<file path="config.mk">
export PLATFORM = sky130hd
export DESIGN_NAME = lsu_byte_serial
export DESIGN_NICKNAME = d
export VERILOG_FILES = /design/src/rtl/lsu_pkg.sv /design/src/rtl/lsu_load_extend.sv /design/src/rtl/lsu_byte_serial.sv
export SDC_FILE = /design/constraint.sdc
export NUM_CORES = 1
export LEC_CHECK = 0
export ABC_CLOCK_PERIOD_IN_PS = 5250
export BUFFER_PORTS_ARGS = -buffer_cell sky130_fd_sc_hd__clkbuf_2
export CORE_ASPECT_RATIO = 1.75
export CORE_MARGIN = 2
export CORE_UTILIZATION = 29
export CTS_BUF_LIST = sky130_fd_sc_hd__clkbuf_8
export DETAILED_ROUTE_END_ITERATION = 7
export PLACE_DENSITY = 0.55
export SYNTH_ARGS = -nofsm -noshare
export SYNTH_HDL_FRONTEND = slang
export SYNTH_HIERARCHICAL = 1
export SYNTH_SLANG_ARGS = --single-unit
</file>
<file path="constraint.sdc">
create_clock -name clk -period 5.25 [get_ports clk]
set_clock_uncertainty 0.05 [all_clocks]
set_input_delay 0 -clock clk [delete_from_list [all_inputs] [get_ports clk]]
set_output_delay 0 -clock clk [all_outputs]
set_load 0.02 [all_outputs]
</file>
<file path="src/rtl/lsu_pkg.sv">
// Shared types and helpers for the byte-serial load/store unit.
package lsu_pkg;

  // funct3 memory width codes, shared with instruction decoding
  typedef enum logic [2:0] {
    BYTE   = 3'b000,
    HALF   = 3'b001,
    WORD   = 3'b010,
    BYTE_U = 3'b100,
    HALF_U = 3'b101
  } MemWidth;

  typedef enum logic [1:0] {
    IDLE,
    XFER,
    DONE
  } LsuState;

  // Number of bytes moved for a width code; illegal codes report 1
  function automatic logic [2:0] width_bytes(input MemWidth w);
    case (w)
      HALF, HALF_U: return 3'd2;
      WORD:         return 3'd4;
      default:      return 3'd1;
    endcase
  endfunction

  // Unsigned widths only make sense for loads; reserved codes are never legal
  function automatic logic width_legal(input MemWidth w, input logic write);
    case (w)
      BYTE, HALF, WORD: return 1'b1;
      BYTE_U, HALF_U:   return !write;
      default:          return 1'b0;
    endcase
  endfunction

endpackage

</file>
<file path="src/rtl/lsu_load_extend.sv">
// Turns the little-endian load accumulator into the sign/zero-extended result.
module lsu_load_extend
  import lsu_pkg::*;
(
  input  logic [31:0] acc,
  input  MemWidth     width,
  output logic [31:0] data
);

  // Pick the live bytes for the width and extend them to 32 bits
  always_comb begin
    data = acc;
    case (width)
      BYTE:    data = {{24{acc[7]}}, acc[7:0]};
      BYTE_U:  data = {24'h000000, acc[7:0]};
      HALF:    data = {{16{acc[15]}}, acc[15:0]};
      HALF_U:  data = {16'h0000, acc[15:0]};
      default: data = acc;
    endcase
  end

endmodule

</file>
<file path="src/rtl/lsu_byte_serial.sv">
// Byte-serial load/store unit: moves 1/2/4 bytes over an 8-bit RAM port.
module lsu_byte_serial
  import lsu_pkg::*;
#(
  parameter int CHECK_ALIGN = 1,
  parameter int ADDR_W      = 32
) (
  input  logic              clk,
  input  logic              rst_n,
  input  logic              req_valid,
  output logic              req_ready,
  input  logic              req_write,
  input  logic [2:0]        req_width,
  input  logic [ADDR_W-1:0] req_addr,
  input  logic [31:0]       req_wdata,
  output logic              resp_valid,
  output logic [31:0]       resp_rdata,
  output logic              resp_error,
  output logic              mem_own,
  output logic [ADDR_W-1:0] mem_addr,
  output logic              mem_we,
  output logic [7:0]        mem_wdata,
  input  logic [7:0]        mem_rdata
);

  LsuState           state;
  logic [1:0]        cnt;
  logic [1:0]        last_q;
  logic [ADDR_W-1:0] addr_q;
  logic [31:0]       wdata_q;
  logic [31:0]       acc;
  MemWidth           width_q;
  logic              write_q;
  logic              err_q;

  MemWidth           req_w;
  logic [2:0]        req_n;
  logic [1:0]        req_last;
  logic              req_misaligned;
  logic              req_ok;
  logic [1:0]        next_cnt;
  logic [ADDR_W-1:0] next_addr;
  logic [7:0]        next_wbyte;
  logic [31:0]       ext_data;

  assign req_w      = MemWidth'(req_width);
  assign req_last   = req_n[1:0] - 2'd1;
  assign next_cnt   = cnt + 2'd1;
  assign next_addr  = addr_q + {{(ADDR_W-2){1'b0}}, next_cnt};
  assign next_wbyte = wdata_q[{next_cnt, 3'b000} +: 8];

  // Classify the incoming request: byte count, alignment and overall legality
  always_comb begin
    req_n          = width_bytes(req_w);
    req_misaligned = 1'b0;
    if (CHECK_ALIGN != 0) begin
      if (req_n == 3'd2) begin
        req_misaligned = req_addr[0];
      end else if (req_n == 3'd4) begin
        req_misaligned = |req_addr[1:0];
      end
    end
    req_ok = width_legal(req_w, req_write) && !req_misaligned;
  end

  lsu_load_extend u_extend (
    .acc   (acc),
    .width (width_q),
    .data  (ext_data)
  );

  // Load data is only presented alongside a successful load response
  assign resp_rdata = (resp_valid && !resp_error && !write_q) ? ext_data : 32'h0;

  // Sequencer: accept, walk the bytes on the RAM port, then pulse the response
  always_ff @(posedge clk or negedge rst_n) begin
    if (!rst_n) begin
      state      <= IDLE;
      cnt        <= 2'd0;
      last_q     <= 2'd0;
      addr_q     <= '0;
      wdata_q    <= 32'h0;
      acc        <= 32'h0;
      width_q    <= WORD;
      write_q    <= 1'b0;
      err_q      <= 1'b0;
      req_ready  <= 1'b0;
      resp_valid <= 1'b0;
      resp_error <= 1'b0;
      mem_own    <= 1'b0;
      mem_we     <= 1'b0;
      mem_addr   <= '0;
      mem_wdata  <= 8'h00;
    end else begin
      case (state)
        IDLE: begin
          resp_valid <= 1'b0;
          resp_error <= 1'b0;
          if (req_ready && req_valid) begin
            req_ready <= 1'b0;
            addr_q    <= req_addr;
            wdata_q   <= req_wdata;
            width_q   <= req_w;
            write_q   <= req_write;
            last_q    <= req_last;
            acc       <= 32'h0;
            cnt       <= 2'd0;
            if (!req_ok) begin
              err_q      <= 1'b1;
              state      <= DONE;
              resp_valid <= 1'b1;
              resp_error <= 1'b1;
            end else begin
              err_q     <= 1'b0;
              state     <= XFER;
              mem_own   <= 1'b1;
              mem_we    <= req_write;
              mem_addr  <= req_addr;
              mem_wdata <= req_write ? req_wdata[7:0] : 8'h00;
            end
          end else begin
            req_ready <= 1'b1;
          end
        end
        XFER: begin
          if (!write_q) begin
            acc[{cnt, 3'b000} +: 8] <= mem_rdata;
          end
          cnt <= next_cnt;
          if (cnt == last_q) begin
            state      <= DONE;
            mem_own    <= 1'b0;
            mem_we     <= 1'b0;
            mem_addr   <= '0;
            mem_wdata  <= 8'h00;
            resp_valid <= 1'b1;
            resp_error <= err_q;
          end else begin
            mem_addr  <= next_addr;
            mem_wdata <= write_q ? next_wbyte : 8'h00;
          end
        end
        DONE: begin
          resp_valid <= 1'b0;
          resp_error <= 1'b0;
          req_ready  <= 1'b1;
          state      <= IDLE;
        end
        default: begin
          state <= IDLE;
        end
      endcase
    end
  end

endmodule

</file>
## Word-level counts from Yosys, hierarchy flattened

Cells that the tools add are included.
W data, S select, Z words.

- Bits in registers: 152
- Output and inout port bits: 77
- Word-level logic and storage cells: 105

- Add/subtract/negate cells: 4
- Eq/ne operators: 16
- Shifts and indexed selects: 3
- Mux-type cells: 41
- Reduce and logical (&&, ||, !) cells: 25

Operators by type and width:

| kind | count |
|---|---|
| $mux W32 | 6 |
| $pmux W32 S2 | 2 |
| $pmux W32 S4 | 1 |
| $mux W8 | 5 |
| $add A32 B2 Y32 | 1 |
| $bwmux W32 | 1 |
| $shift A8 B7 Y32 const A | 1 |
| $shiftx A32 B6 Y8 | 1 |
| $shiftx A8 B7 Y32 | 1 |
| $pmux W8 S2 | 1 |
| $eq A3 B3 Y1 const B | 5 |
| $mux W1 | 12 |
| $mux W2 | 4 |
| $ne A2 B2 Y1 const B | 4 |
| $pmux W1 S2 | 4 |
| $pmux W2 S2 | 2 |
| $reduce_and A2 Y1 | 4 |
| $neg A5 Y7 | 1 |
| $eq A3 B1 Y1 const B | 2 |
| $eq A3 B2 Y1 const B | 2 |
| $logic_not A3 Y1 | 2 |
| $pmux W1 S3 | 2 |
| $pmux W3 S2 | 1 |
| $reduce_and A3 Y1 | 2 |
| other kinds (13) | 22 |

## Depth between registers and ports, before layout

Gate-level depths: netlist of the first run.

- Depth after elaboration: 11
- Depth in mapped cells: 11
- Gate-level depth less buffers: 9

## By module

Netlist of the first run, hierarchy kept.

Modules (own cells, without submodules):

| module | instances | cells an instance | area an instance (um^2) | sequential area each (um^2) |
|---|---|---|---|---|
| lsu_byte_serial | 1 | 750 | 7538.5 | 3804.9 |
| lsu_load_extend | 1 | 67 | 355.3 | 0.0 |

## Worst setup path before layout of the first run

No wires, ideal clock.

- Path kind: register to register
- From: register cnt[0]
- To: register mem_addr[31]
- Setup time: 0.131 ns
- Arrival: 3.106 ns
- Data required time: 5.069 ns
- Path slack: 1.963 ns
- Stages on the path, launching flop included: 11
- Path buffers: 2
- Clock period less this slack: 3.287 ns
- Cells stage by stage: dfrtp_1 clkbuf_1 inv_1 ha_1 ha_1 a21oi_1 or4_4 buf_6 or4_4 and4b_1 or3_1

- Cells in the longest elaborated chain, start to end: 4

RTL lines:

| element | line | RTL |
|---|---|---|
| start, declared | lsu_byte_serial.sv:27 | `logic [1:0] cnt;` |
| start signal, assigned | lsu_byte_serial.sv:129 | `cnt <= next_cnt;` |
| $add A2 B1 Y2 | lsu_byte_serial.sv:48 | `assign next_cnt = cnt + 2'd1;` |
| $add A32 B2 Y32 | lsu_byte_serial.sv:49 | `assign next_addr = addr_q + {{(ADDR_W-2){1'b0}}, next_cnt};` |
| $mux W32 * | lsu_byte_serial.sv:130 | `if (cnt == last_q) begin` |
| $pmux W32 S2 * | lsu_byte_serial.sv:95 | `case (state)` |
| end signal, assigned | lsu_byte_serial.sv:118 | `mem_addr <= req_addr;` |
| end signal, assigned | lsu_byte_serial.sv:139 | `mem_addr <= next_addr;` |
| end, declared | lsu_byte_serial.sv:20 | `output logic [ADDR_W-1:0] mem_addr,` |

Every way passes the cells marked *; elsewhere a longest branch is shown, timed or not.
A chain may end at the register's enable or synchronous reset.

## Worst setup path after layout of the first run

- From: register cnt[0]
- To: register mem_addr[24]

Same word-level chain as after synthesis.

==> results.cfg, run 1 <==
[detailed_routing]
wirelength_um = 23600
post_drt_wl_per_cell_um = 17.5
route.vias.total = 6743
avgViaCountPerCell = 4.99
number_of_detailed_routing_iterations_run_before_antenna_repair = 4
drtIter0Drc = 325
postRouteAntennaNets = 0
drc_violation_count_after_routing = 0

[yosys]
syn_area_um2 = 7890
postSynthRegisterBits = 152
yosys-top-cells-area = sky130_fd_sc_hd__dfrtp_1, sky130_fd_sc_hd__mux2_2, sky130_fd_sc_hd__o21ai_0
ys_types = 59
mappedNetlistNets = 907
synth.yosys.seq_area_share_pct = 48.2
postSynthCellCount = 817
synth_edf_count = 0
synth-main-ff-cell = sky130_fd_sc_hd__dfrtp_1
post_synth.cell_area_avg_um2 = 9.66
yosysTopAreaCell = sky130_fd_sc_hd__dfrtp_1
synth-warning-count = 6
ys_async_sr_fraction_pct = 100
synth_top_area_share_pct = 47.9

[global_route]
grt_start_max_net_pins = 90
grt_first_pass_wirelength_um = 37200
global_route.usage.total_pct = 16.9
grt_antenna_before_repair = 0
vias_in_the_first_global_route = 6924
grt.overflow.total = 0

[sta]
period_share_pct = 75.5
slew-limit-headroom_pct = 18.0
fin_crit_ps = 3970
hold_viol_final = 0
fmaxAchievable_mhz = 252
holdWs_ps = 149
setup_viol = 0
finalSetupTns_ps = 0
rsz0062_at_grt = no
worst_slew_pin_slew_ps = 1230
maxSlewViolCount = 0

[setup_path]
critical_path_arrival_ps = 4350
timing.critical_path.from = cnt[0]$_DFFE_PN0P_
worstPathRequired_ps = 5630
timing.setup.critical_path_class = register to register
crit_path_start_kind = register
worstSetupEndpointType = register
reg2reg_from = cnt[0]$_DFFE_PN0P_
path_max_fanout = 16

[finish]
layout_cell_share_with_drive_strength_beyond_1_pct = 26.0
area.growth.synth_to_final_pct = 27.8
antennaDiodeCount = 0
multi_input_area_um2 = 3620
sequential_cell_area_um2 = 3800
finish.instance_area_um2 = 10100
final_net_count = 1106
fillCellCount = 2721

[placed_design]
routability_cong = 0.820
placed_cell_area_um2 = 8910
post-dp-hpwl_um = 16500
place.port_buffers = 155

[cts]
clk_root_buffer_cell = sky130_fd_sc_hd__clkbuf_8
cts_buffers = 17
clkSlewWorstSetupHoldPaths_ps = 90
h-tree-depth = 4
post_cts_resized = 0
ctsLongestPathBuffers = 2
cts_setup_buffers = 0
cts_tree = built
worst_skew_pair.late_latency_ps = 490
clkSinkCount = 152

[die]
floorplan.rows = 79
dieArea_um2 = 28600
die_width_um = 129
pin_count = 156
die_h_um = 222
core_ar_um2 = 26700
initial_core_util_pct = 29.6

[power]
peakVddDrop_uv = 265
cellLeakagePower_nw = 4.44
design_power_total_mw = 5.03
power.density_cell_area_nw_per_um2 = 499

[flow_run]
max_cap_violations = 0

[status]
status = complete, no violations

[worst_hold_path]
holdCritPathClass = input port to asynchronous set/reset pin
[layout make-up]
class | count | share of cell area, %
multi-input cells | 543 | 35.9
well taps | 324 | 4.02
flip-flops and latches | 152 | 37.7
clock buffers | 19 | 2.59
repair buffers | 244 | 16.3
inverters | 58 | 2.16
clock inverters | 11 | 1.23
[timing repair]
action	CTS	global route
hold buffers	79	0
endpoints found under the setup margin	0	0
hold endpoints to repair	233	0
[kinds of logic after synthesis]
family                     after synthesis  synth area share (%)
and+or+nand+nor                        255                  16.4
AOI/OAI and AO/OA                      202                  15.6
DFF                                    152                  48.2
buffers and inverters                  122                  6.55
muxes                                   61                  9.84
xor gates and xnor gates                14                  1.55
adders and majority gates               11                  1.84
[sequential cells by signal, indices dropped and copies added (netlist names)]
signal      cells
last_q          2
addr_q         32
acc            32
mem_addr       32
resp_valid      1
mem_own         1
mem_wdata       8
resp_error      1
err_q           1
width_q         3
cnt             2
wdata_q        32
write_q         1
state           2
req_ready       1
mem_we          1
[worst max-delay path, stage by stage, from the launching register on]
cell	delay [ps]
sky130_fd_sc_hd__dfrtp_1	330
sky130_fd_sc_hd__buf_4	260
sky130_fd_sc_hd__inv_1	150
sky130_fd_sc_hd__ha_1	630
sky130_fd_sc_hd__inv_1	170
sky130_fd_sc_hd__fa_1	480
sky130_fd_sc_hd__nand4b_1	330
sky130_fd_sc_hd__or3_1	640
sky130_fd_sc_hd__or4_1	560
sky130_fd_sc_hd__a21oi_1	150
sky130_fd_sc_hd__o32a_1	140
[final timing paths]
check / endpoint / slack (ps) / depth (start not counted)
setup reg to reg: mem_addr[24]$_DFFE_PN0P_ / 1280 / 10
min in group clk: wdata_q[26]$_DFFE_PN0P_ / 210 / 3
hold / removal: wdata_q[28]$_DFFE_PN0P_ / 150 / 2
setup / recovery: mem_addr[24]$_DFFE_PN0P_ / 1280 / 10
max in group asynchronous: mem_addr[1]$_DFFE_PN0P_ / 3560 / 3
hold reg to reg: err_q$_DFFE_PN0P_ / 440 / 2
[synth_stat cells (3+ instances only)]
master,count
sky130_fd_sc_hd__nor4_1,11
sky130_fd_sc_hd__mux2_2,50
sky130_fd_sc_hd__and2_1,33
sky130_fd_sc_hd__nand3_1,38
sky130_fd_sc_hd__mux4_2,8
sky130_fd_sc_hd__or3_1,9
sky130_fd_sc_hd__clkbuf_1,40
sky130_fd_sc_hd__a32oi_1,3
sky130_fd_sc_hd__nand2b_1,3
sky130_fd_sc_hd__buf_1,10
sky130_fd_sc_hd__o32a_1,9
sky130_fd_sc_hd__a21oi_1,49
sky130_fd_sc_hd__a31oi_1,3
sky130_fd_sc_hd__inv_1,58
sky130_fd_sc_hd__buf_6,3
sky130_fd_sc_hd__nor2_1,55
sky130_fd_sc_hd__nand2_1,66
sky130_fd_sc_hd__dfrtp_1,151
sky130_fd_sc_hd__a22oi_1,5
sky130_fd_sc_hd__nor2b_1,4
sky130_fd_sc_hd__a22o_1,9
sky130_fd_sc_hd__and4_1,3
sky130_fd_sc_hd__nand4_1,6
sky130_fd_sc_hd__a221oi_1,11
sky130_fd_sc_hd__o21a_1,3
sky130_fd_sc_hd__xor2_1,9
sky130_fd_sc_hd__o31ai_1,5
sky130_fd_sc_hd__ha_1,10
sky130_fd_sc_hd__nor3_1,6
sky130_fd_sc_hd__xnor2_1,5
sky130_fd_sc_hd__or4_4,3
sky130_fd_sc_hd__buf_4,9
sky130_fd_sc_hd__o21ai_0,89
sky130_fd_sc_hd__or4_1,7
sky130_fd_sc_hd__o31a_1,5
[power by group]
part / switching [mW] / internal, mW / leakage (nW)
clock: 0.473 / 0.442 / 0.190
sequential: 0.447 / 1.63 / 1.88
combinational: 1.19 / 0.847 / 2.37
[cells in the final DEF, fill, tap and decap left out, types with 6 or more instances in the layout]
cell type | netlist | routed
sky130_fd_sc_hd__buf_4 | 9 | 10
sky130_fd_sc_hd__o32a_1 | 9 | 9
sky130_fd_sc_hd__dlygate4sd3_1 | 0 | 79
sky130_fd_sc_hd__a22o_1 | 9 | 9
sky130_fd_sc_hd__a21oi_1 | 49 | 48
sky130_fd_sc_hd__clkbuf_8 | 0 | 19
sky130_fd_sc_hd__ha_1 | 10 | 10
sky130_fd_sc_hd__nor3_1 | 6 | 6
sky130_fd_sc_hd__mux2_2 | 50 | 50
sky130_fd_sc_hd__o21ai_0 | 89 | 89
sky130_fd_sc_hd__nor4_1 | 11 | 10
sky130_fd_sc_hd__nor2_1 | 55 | 55
sky130_fd_sc_hd__nand4_1 | 6 | 6
sky130_fd_sc_hd__a221oi_1 | 11 | 11
sky130_fd_sc_hd__clkbuf_2 | 1 | 154
sky130_fd_sc_hd__dfrtp_1 | 151 | 151
sky130_fd_sc_hd__and2_1 | 33 | 33
sky130_fd_sc_hd__nand3_1 | 38 | 37
sky130_fd_sc_hd__or3_1 | 9 | 9
sky130_fd_sc_hd__xor2_1 | 9 | 9
sky130_fd_sc_hd__or4_1 | 7 | 7
sky130_fd_sc_hd__mux4_2 | 8 | 8
sky130_fd_sc_hd__inv_1 | 58 | 58
sky130_fd_sc_hd__nand2_1 | 66 | 66
[metrics by stage]
| stage | util [%] | setup WS [ps] | std cells |
|---|---|---|---|
| 2_1_floorplan | - | 1960 | 817 |
| 3_3_place_gp | 33.4 | 1370 | 1242 |
| 3_5_place_dp | 33.4 | 1260 | 1242 |
| 4_1_cts | 37.8 | 1230 | 1351 |
| 5_1_grt | 37.8 | 952 | 1351 |
| 6_report | 37.8 | 1280 | 1351 |
[per-layer routing]
metal / vias up / track usage, % / wire length, um
li1: 3270 / - / -
met1: 3309 / 19.3 / 9670
met2: 132 / 30.0 / 12600
met3: 32 / 2.79 / 700
met4: 0 / 8.10 / 606
met5: - / 0 / 0
Power figures use the tool's default switching activity.
==> run 2: changes to the inputs <==
Settings changed: ABC_CLOCK_PERIOD_IN_PS 5250 to 3960.
Clock period 5.25 ns to 3.96 ns, I/O delays scaled along.
==> results.cfg, run 2 (synthesized netlist as in run 1, its figures left out) <==
[cts]
cts_buffers = 17
worst_skew_pair.late_latency_ps = 490
clk_root_buffer_cell = sky130_fd_sc_hd__clkbuf_8
ctsLongestPathBuffers = 2
cts_setup_buffers = 0
cts_tree = built
clkSinkCount = 152
h-tree-depth = 4
clkSlewWorstSetupHoldPaths_ps = 90

[finish]
antennaDiodeCount = 0
postLayoutCoreUtil_pct = 38.2
final_common_cell = sky130_fd_sc_hd__clkbuf_2
layout_cell_share_with_drive_strength_beyond_1_pct = 26.3
layout_common_cells = sky130_fd_sc_hd__clkbuf_2, sky130_fd_sc_hd__dfrtp_1, sky130_fd_sc_hd__o21ai_0
sequential_cell_area_um2 = 3800
multi_input_area_um2 = 3620
area.growth.synth_to_final_pct = 29.0
final_net_count = 1118
final_cells = 1365
fillCellCount = 2707

[detailed_routing]
route.met3.wl_um = 789
drtIter0Drc = 319
wirelength_um = 23600
route.vias.total = 6768
avgViaCountPerCell = 4.96
topRoutingLayerUsed = met4
postRouteAntennaNets = 0
number_of_detailed_routing_iterations_run_before_antenna_repair = 4
post_drt_wl_per_cell_um = 17.3
wl_met1_um = 9360
drc_violation_count_after_routing = 0
wl_met2_um = 12700

[die]
floorplan.rows = 79
die_h_um = 222
pin_count = 156
die_width_um = 129
core_ar_um2 = 26700
dieArea_um2 = 28600
initial_core_util_pct = 29.6

[global_route]
grt_first_pass_wirelength_um = 37400
vias_in_the_first_global_route = 6828
grt_antenna_before_repair = 0
grt.overflow.total = 0
grt_start_max_net_pins = 85
global_route.usage.total_pct = 17.1

[setup_path]
crit_path_start_kind = register
worstPathRequired_ps = 4340
timing.critical_path.from = cnt[1]$_DFFE_PN0P_
worstSetupEndpoint = mem_addr[24]$_DFFE_PN0P_
ff2ff_path_depth = 9
critical_path_arrival_ps = 3690
r2r_setup_slack_ps = 650
worstSetupEndpointType = register
timing.setup.critical_path_class = register to register
reg2reg_from = cnt[1]$_DFFE_PN0P_
worst_r2r_endpoint = mem_addr[24]$_DFFE_PN0P_
path_max_fanout = 11

[sta]
setup_viol = 0
finalSetupTns_ps = 0
maxSlewViolCount = 0
fin_crit_ps = 3310
fmaxAchievable_mhz = 302
hold_viol_final = 0
worst_slew_pin_slew_ps = 1080
slew-limit-headroom_pct = 27.5
period_share_pct = 83.6
rsz0062_at_grt = no
final_critical_path_setup_slack_ps = 650

[placed_design]
post-dp-hpwl_um = 16500
numPlacedInstances = 1252
place.port_buffers = 155
placement.setup.worst_slack_ps = 706
routability_cong = 0.798

[flow_run]
max_cap_violations = 0

[power]
power.density_cell_area_nw_per_um2 = 658
cellLeakagePower_nw = 4.52
peakVddDrop_uv = 272

[worst_hold_path]
holdCritPathClass = input port to register

[status]
status = complete, no violations
run 2: changes by cell type in the layout (fill, tap and decap cells not counted):
cell	previous run	this run
sky130_fd_sc_hd__buf_12	0	1
sky130_fd_sc_hd__clkbuf_8	19	18
sky130_fd_sc_hd__clkinv_2	3	2
sky130_fd_sc_hd__buf_4	10	19
sky130_fd_sc_hd__inv_1	58	62
sky130_fd_sc_hd__clkinvlp_4	3	2
sky130_fd_sc_hd__nor4_2	1	0
sky130_fd_sc_hd__clkinv_4	1	2
sky130_fd_sc_hd__dlygate4sd3_1	79	81
sky130_fd_sc_hd__nor4_1	10	11
run 2: what timing repair did:
action                    4_1_cts  5_1_grt
hold buffers                   81        0
hold endpoints to repair      214        0
resized for setup               0        0
run 2: power breakdown:
part / internal, mW / switching [mW] / total, mW
clock: 0.569 / 0.618 / 1.19
combinational: 1.18 / 1.60 / 2.77
sequential: 2.16 / 0.577 / 2.74
run 2: worst min-delay path by stage:
stage | start | end | slack [ps] | cells past startpoint
after floorplan | rst_n | acc[0]$_DFFE_PN0P_ | -350 | 0
after global placement | rst_n | wdata_q[28]$_DFFE_PN0P_ | -6 | 1
after detailed placement | rst_n | wdata_q[14]$_DFFE_PN0P_ | -1 | 1
after CTS | req_wdata[21] | wdata_q[21]$_DFFE_PN0P_ | 170 | 3
after global routing | req_wdata[23] | wdata_q[23]$_DFFE_PN0P_ | 220 | 3
final | req_wdata[21] | wdata_q[21]$_DFFE_PN0P_ | 230 | 3
run 2: per-stage QoR:
| step | area [um^2] | total power, mW | hold slack, ps |
|---|---|---|---|
| 4_1_cts | 10200 | 6.80 | 174 |
| 2_1_floorplan | 7890 | 4.54 | -346 |
| 3_3_place_gp | 8990 | 5.46 | -5.82 |
| 6_report | 10200 | 6.70 | 231 |
| 5_1_grt | 10200 | 7.21 | 215 |
| 3_5_place_dp | 8990 | 5.52 | -1.49 |
run 2: critical path: stages (launching register included):
cell,delay [ps]
sky130_fd_sc_hd__dfrtp_1,440
sky130_fd_sc_hd__inv_1,90
sky130_fd_sc_hd__ha_1,320
sky130_fd_sc_hd__inv_1,90
sky130_fd_sc_hd__fa_1,450
sky130_fd_sc_hd__nand4b_1,310
sky130_fd_sc_hd__or3_1,630
sky130_fd_sc_hd__or4_1,570
sky130_fd_sc_hd__a21oi_1,150
sky130_fd_sc_hd__o32a_1,140
run 2: layout make-up:
type	count	share of cell area, %
Tap cell	324	3.98
Clock inverter	14	1.33
Sequential cell	152	37.4
Inverter	58	2.14
Timing Repair Buffer	256	17.2
Multi-Input combinational cell	543	35.5
Clock buffer	18	2.43
run 2: routing by layer:
metal	track usage, %	up-vias
li1	-	3280
met1	19.5	3288
met2	30.2	154
met3	3.18	46
met4	8.31	0
met5	0	-
==> run 3: changes to the inputs <==
Settings changed: ABC_AREA set to 1, ABC_CLOCK_PERIOD_IN_PS 3960 to 3300.
Clock period 3.96 ns to 3.3 ns, I/O delays scaled along.
==> results.cfg, run 3 <==
[yosys]
ys_types = 37
yosys-top-cells-area = sky130_fd_sc_hd__dfrtp_1, sky130_fd_sc_hd__nand2_1, sky130_fd_sc_hd__nor2_1
synth.cells.most_frequent = sky130_fd_sc_hd__nand2_1, sky130_fd_sc_hd__dfrtp_1, sky130_fd_sc_hd__nor2_1
mappedNetlistNets = 1270
synth-main-ff-cell = sky130_fd_sc_hd__dfrtp_1
synth-warning-count = 6
postSynthRegisterBits = 152
synth_top_area_share_pct = 44.3
postSynthCellCount = 1180
yosysTopAreaCell = sky130_fd_sc_hd__dfrtp_1
ys_async_sr_fraction_pct = 100
synth_edf_count = 0
post_synth.cell_area_avg_um2 = 7.22
yosysMostFrequentCell = sky130_fd_sc_hd__nand2_1
syn_area_um2 = 8520
synth.yosys.seq_area_share_pct = 44.6

[detailed_routing]
postRouteAntennaNets = 0
wirelength_um = 26600
drc_violation_count_after_routing = 0
number_of_detailed_routing_iterations_run_before_antenna_repair = 4
route.vias.total = 8166
post_drt_wl_per_cell_um = 14.9
avgViaCountPerCell = 4.58
drtIter0Drc = 408

[cts]
cts_tree = built
cts_setup_buffers = 0
clkSlewWorstSetupHoldPaths_ps = 90
h-tree-depth = 4
cts_buffers = 17
worst_skew_pair.late_latency_ps = 500
clk_root_buffer_cell = sky130_fd_sc_hd__clkbuf_8
ctsLongestPathBuffers = 2
clkSinkCount = 152

[finish]
area.growth.synth_to_final_pct = 25.8
layout_common_cells = sky130_fd_sc_hd__nand2_1, sky130_fd_sc_hd__clkbuf_2, sky130_fd_sc_hd__dfrtp_1
final_net_count = 1477
final_common_cell = sky130_fd_sc_hd__nand2_1
fillCellCount = 3118
postLayoutCoreUtil_pct = 36.7
layout_cell_share_with_drive_strength_beyond_1_pct = 17.4

[sta]
setup_viol = 0
finalSetupTns_ps = 0
worst_slew_pin_slew_ps = 930
hold_viol_final = 0
fmaxAchievable_mhz = 399
final_critical_path_setup_slack_ps = 792
period_share_pct = 76.0
holdWs_ps = 66.4
rsz0062_at_grt = no
slew-limit-headroom_pct = 37.8
fin_crit_ps = 2510
maxSlewViolCount = 0

[status]
status = complete, no violations

[placed_design]
place.port_buffers = 155
post-dp-hpwl_um = 19000
placement.setup.worst_slack_ps = 787
routability_cong = 0.861

[setup_path]
path_cells = inv_1, ha_1, inv_2, fa_1, nor2_2, nand2_1, nor2_2, nand3_1, nand3_1, nand2_1, nand2_1, nand2_1
timing.critical_path.slowest_stage_cell = sky130_fd_sc_hd__fa_1
crit_path_start_kind = register
reg2reg_from = cnt[1]$_DFFE_PN0P_
worstPathRequired_ps = 3640
path_max_fanout = 10
critical-path-max-stage-delay_ps = 490
worst_r2r_endpoint = mem_addr[20]$_DFFE_PN0P_
worstSetupEndpointType = register
r2r_setup_slack_ps = 790
critical_path_arrival_ps = 2840
cpMostUsedCell = sky130_fd_sc_hd__nand2_1
timing.setup.critical_path_class = register to register
timing.critical_path.from = cnt[1]$_DFFE_PN0P_
ff2ff_path_depth = 12
worstSetupEndpoint = mem_addr[20]$_DFFE_PN0P_

[die]
die_width_um = 134
core_ar_um2 = 29200
die_h_um = 231
pin_count = 156
initial_core_util_pct = 29.2
dieArea_um2 = 30800
floorplan.rows = 83

[power]
peakVddDrop_uv = 365
power.share.sequential_pct = 39.9
p_clk_share_pct = 18.2
p_sw_share_pct = 45.2
power_switching_mw = 3.73
cellLeakagePower_nw = 5.25
combinational_fraction_of_design_power_pct = 41.9
power.density_cell_area_nw_per_um2 = 770
p_int_mw = 4.52
design_power_total_mw = 8.26

[global_route]
grt_first_pass_wirelength_um = 42800
grt_antenna_before_repair = 2
vias_in_the_first_global_route = 8178
grtUsageMet2_pct = 33.2
global_route.usage.total_pct = 17.9
gr-usage-met3_pct = 2.74
grt.overflow.total = 0
grt_start_max_net_pins = 81
gr-usage-met1_pct = 20.1
grt_busiest_layer = met2

[worst_hold_path]
holdCritPathClass = input port to asynchronous set/reset pin

[flow_run]
max_cap_violations = 0
==> run 3: worst min path at each step <==
stage | start | to | depth (start not counted)
2_1_floorplan | rst_n | acc[0]$_DFFE_PN0P_ | 0
3_3_place_gp | rst_n | wdata_q[15]$_DFFE_PN0P_ | 1
3_5_place_dp | rst_n | wdata_q[15]$_DFFE_PN0P_ | 1
4_1_cts | rst_n | wdata_q[7]$_DFFE_PN0P_ | 2
5_1_grt | rst_n | wdata_q[7]$_DFFE_PN0P_ | 2
6_report | rst_n | wdata_q[15]$_DFFE_PN0P_ | 2
==> run 3: area by class of cell <==
type	count	area (um^2)	area share, %
diodes	2	5.00	0.0467
inverters	143	537	5.01
well taps	382	478	4.46
repair buffers	249	1690	15.7
flip-flops and latches	152	3800	35.5
multi-input cells	824	3800	35.5
clock inverters	13	143	1.33
clock buffers	19	262	2.44
==> run 3: what timing repair did <==
item                                   CTS  global route
endpoints found under the hold margin  225             0
hold buffers                            79             0
resized for setup                        0             0
==> run 3: layer usage <==
| metal | share of wire (%) | vias up |
|---|---|---|
| li1 | - | 4088 |
| met1 | 40 | 3869 |
| met2 | 54 | 167 |
| met3 | 3.3 | 42 |
| met4 | 2.9 | 0 |
| met5 | 0 | - |
==> run 3: worst max-delay path: cells and delay by family, from the launching register on <==
kind | cells | cell delay, ps
fa+ha+maj | 2 | 810
flops | 1 | 400
buf+inv | 2 | 220
simple gates | 8 | 930
==> run 3: power groups by stage <==
| stage | logic, mW | registers (mW) | clock network, mW |
|---|---|---|---|
| floorplan | 2.30 | 3.36 | 0 |
| global placement | 3.36 | 3.32 | 0 |
| global route | 3.93 | 3.40 | 1.62 |
| CTS | 3.51 | 3.30 | 1.55 |
| detailed placement | 3.42 | 3.32 | 0 |
| finish | 3.46 | 3.30 | 1.50 |
==> run 3: cells by family after synthesis <==
| group | Yosys count | synth area share (%) |
|---|---|---|
| DFF | 152 | 44.6 |
| adders and majority gates | 11 | 1.70 |
| xor gates and xnor gates | 4 | 0.411 |
| and+or+nand+nor | 649 | 31.8 |
| AOI/OAI and AO/OA | 160 | 10.7 |
| buffers and inverters | 204 | 10.8 |
==> run 3: per-stage QoR <==
step           std cells  cell area, um^2
3_3_place_gp        1671             9520
4_1_cts             1782            10700
6_report            1784            10700
2_1_floorplan       1180             8520
3_5_place_dp        1671             9520
5_1_grt             1784            10700
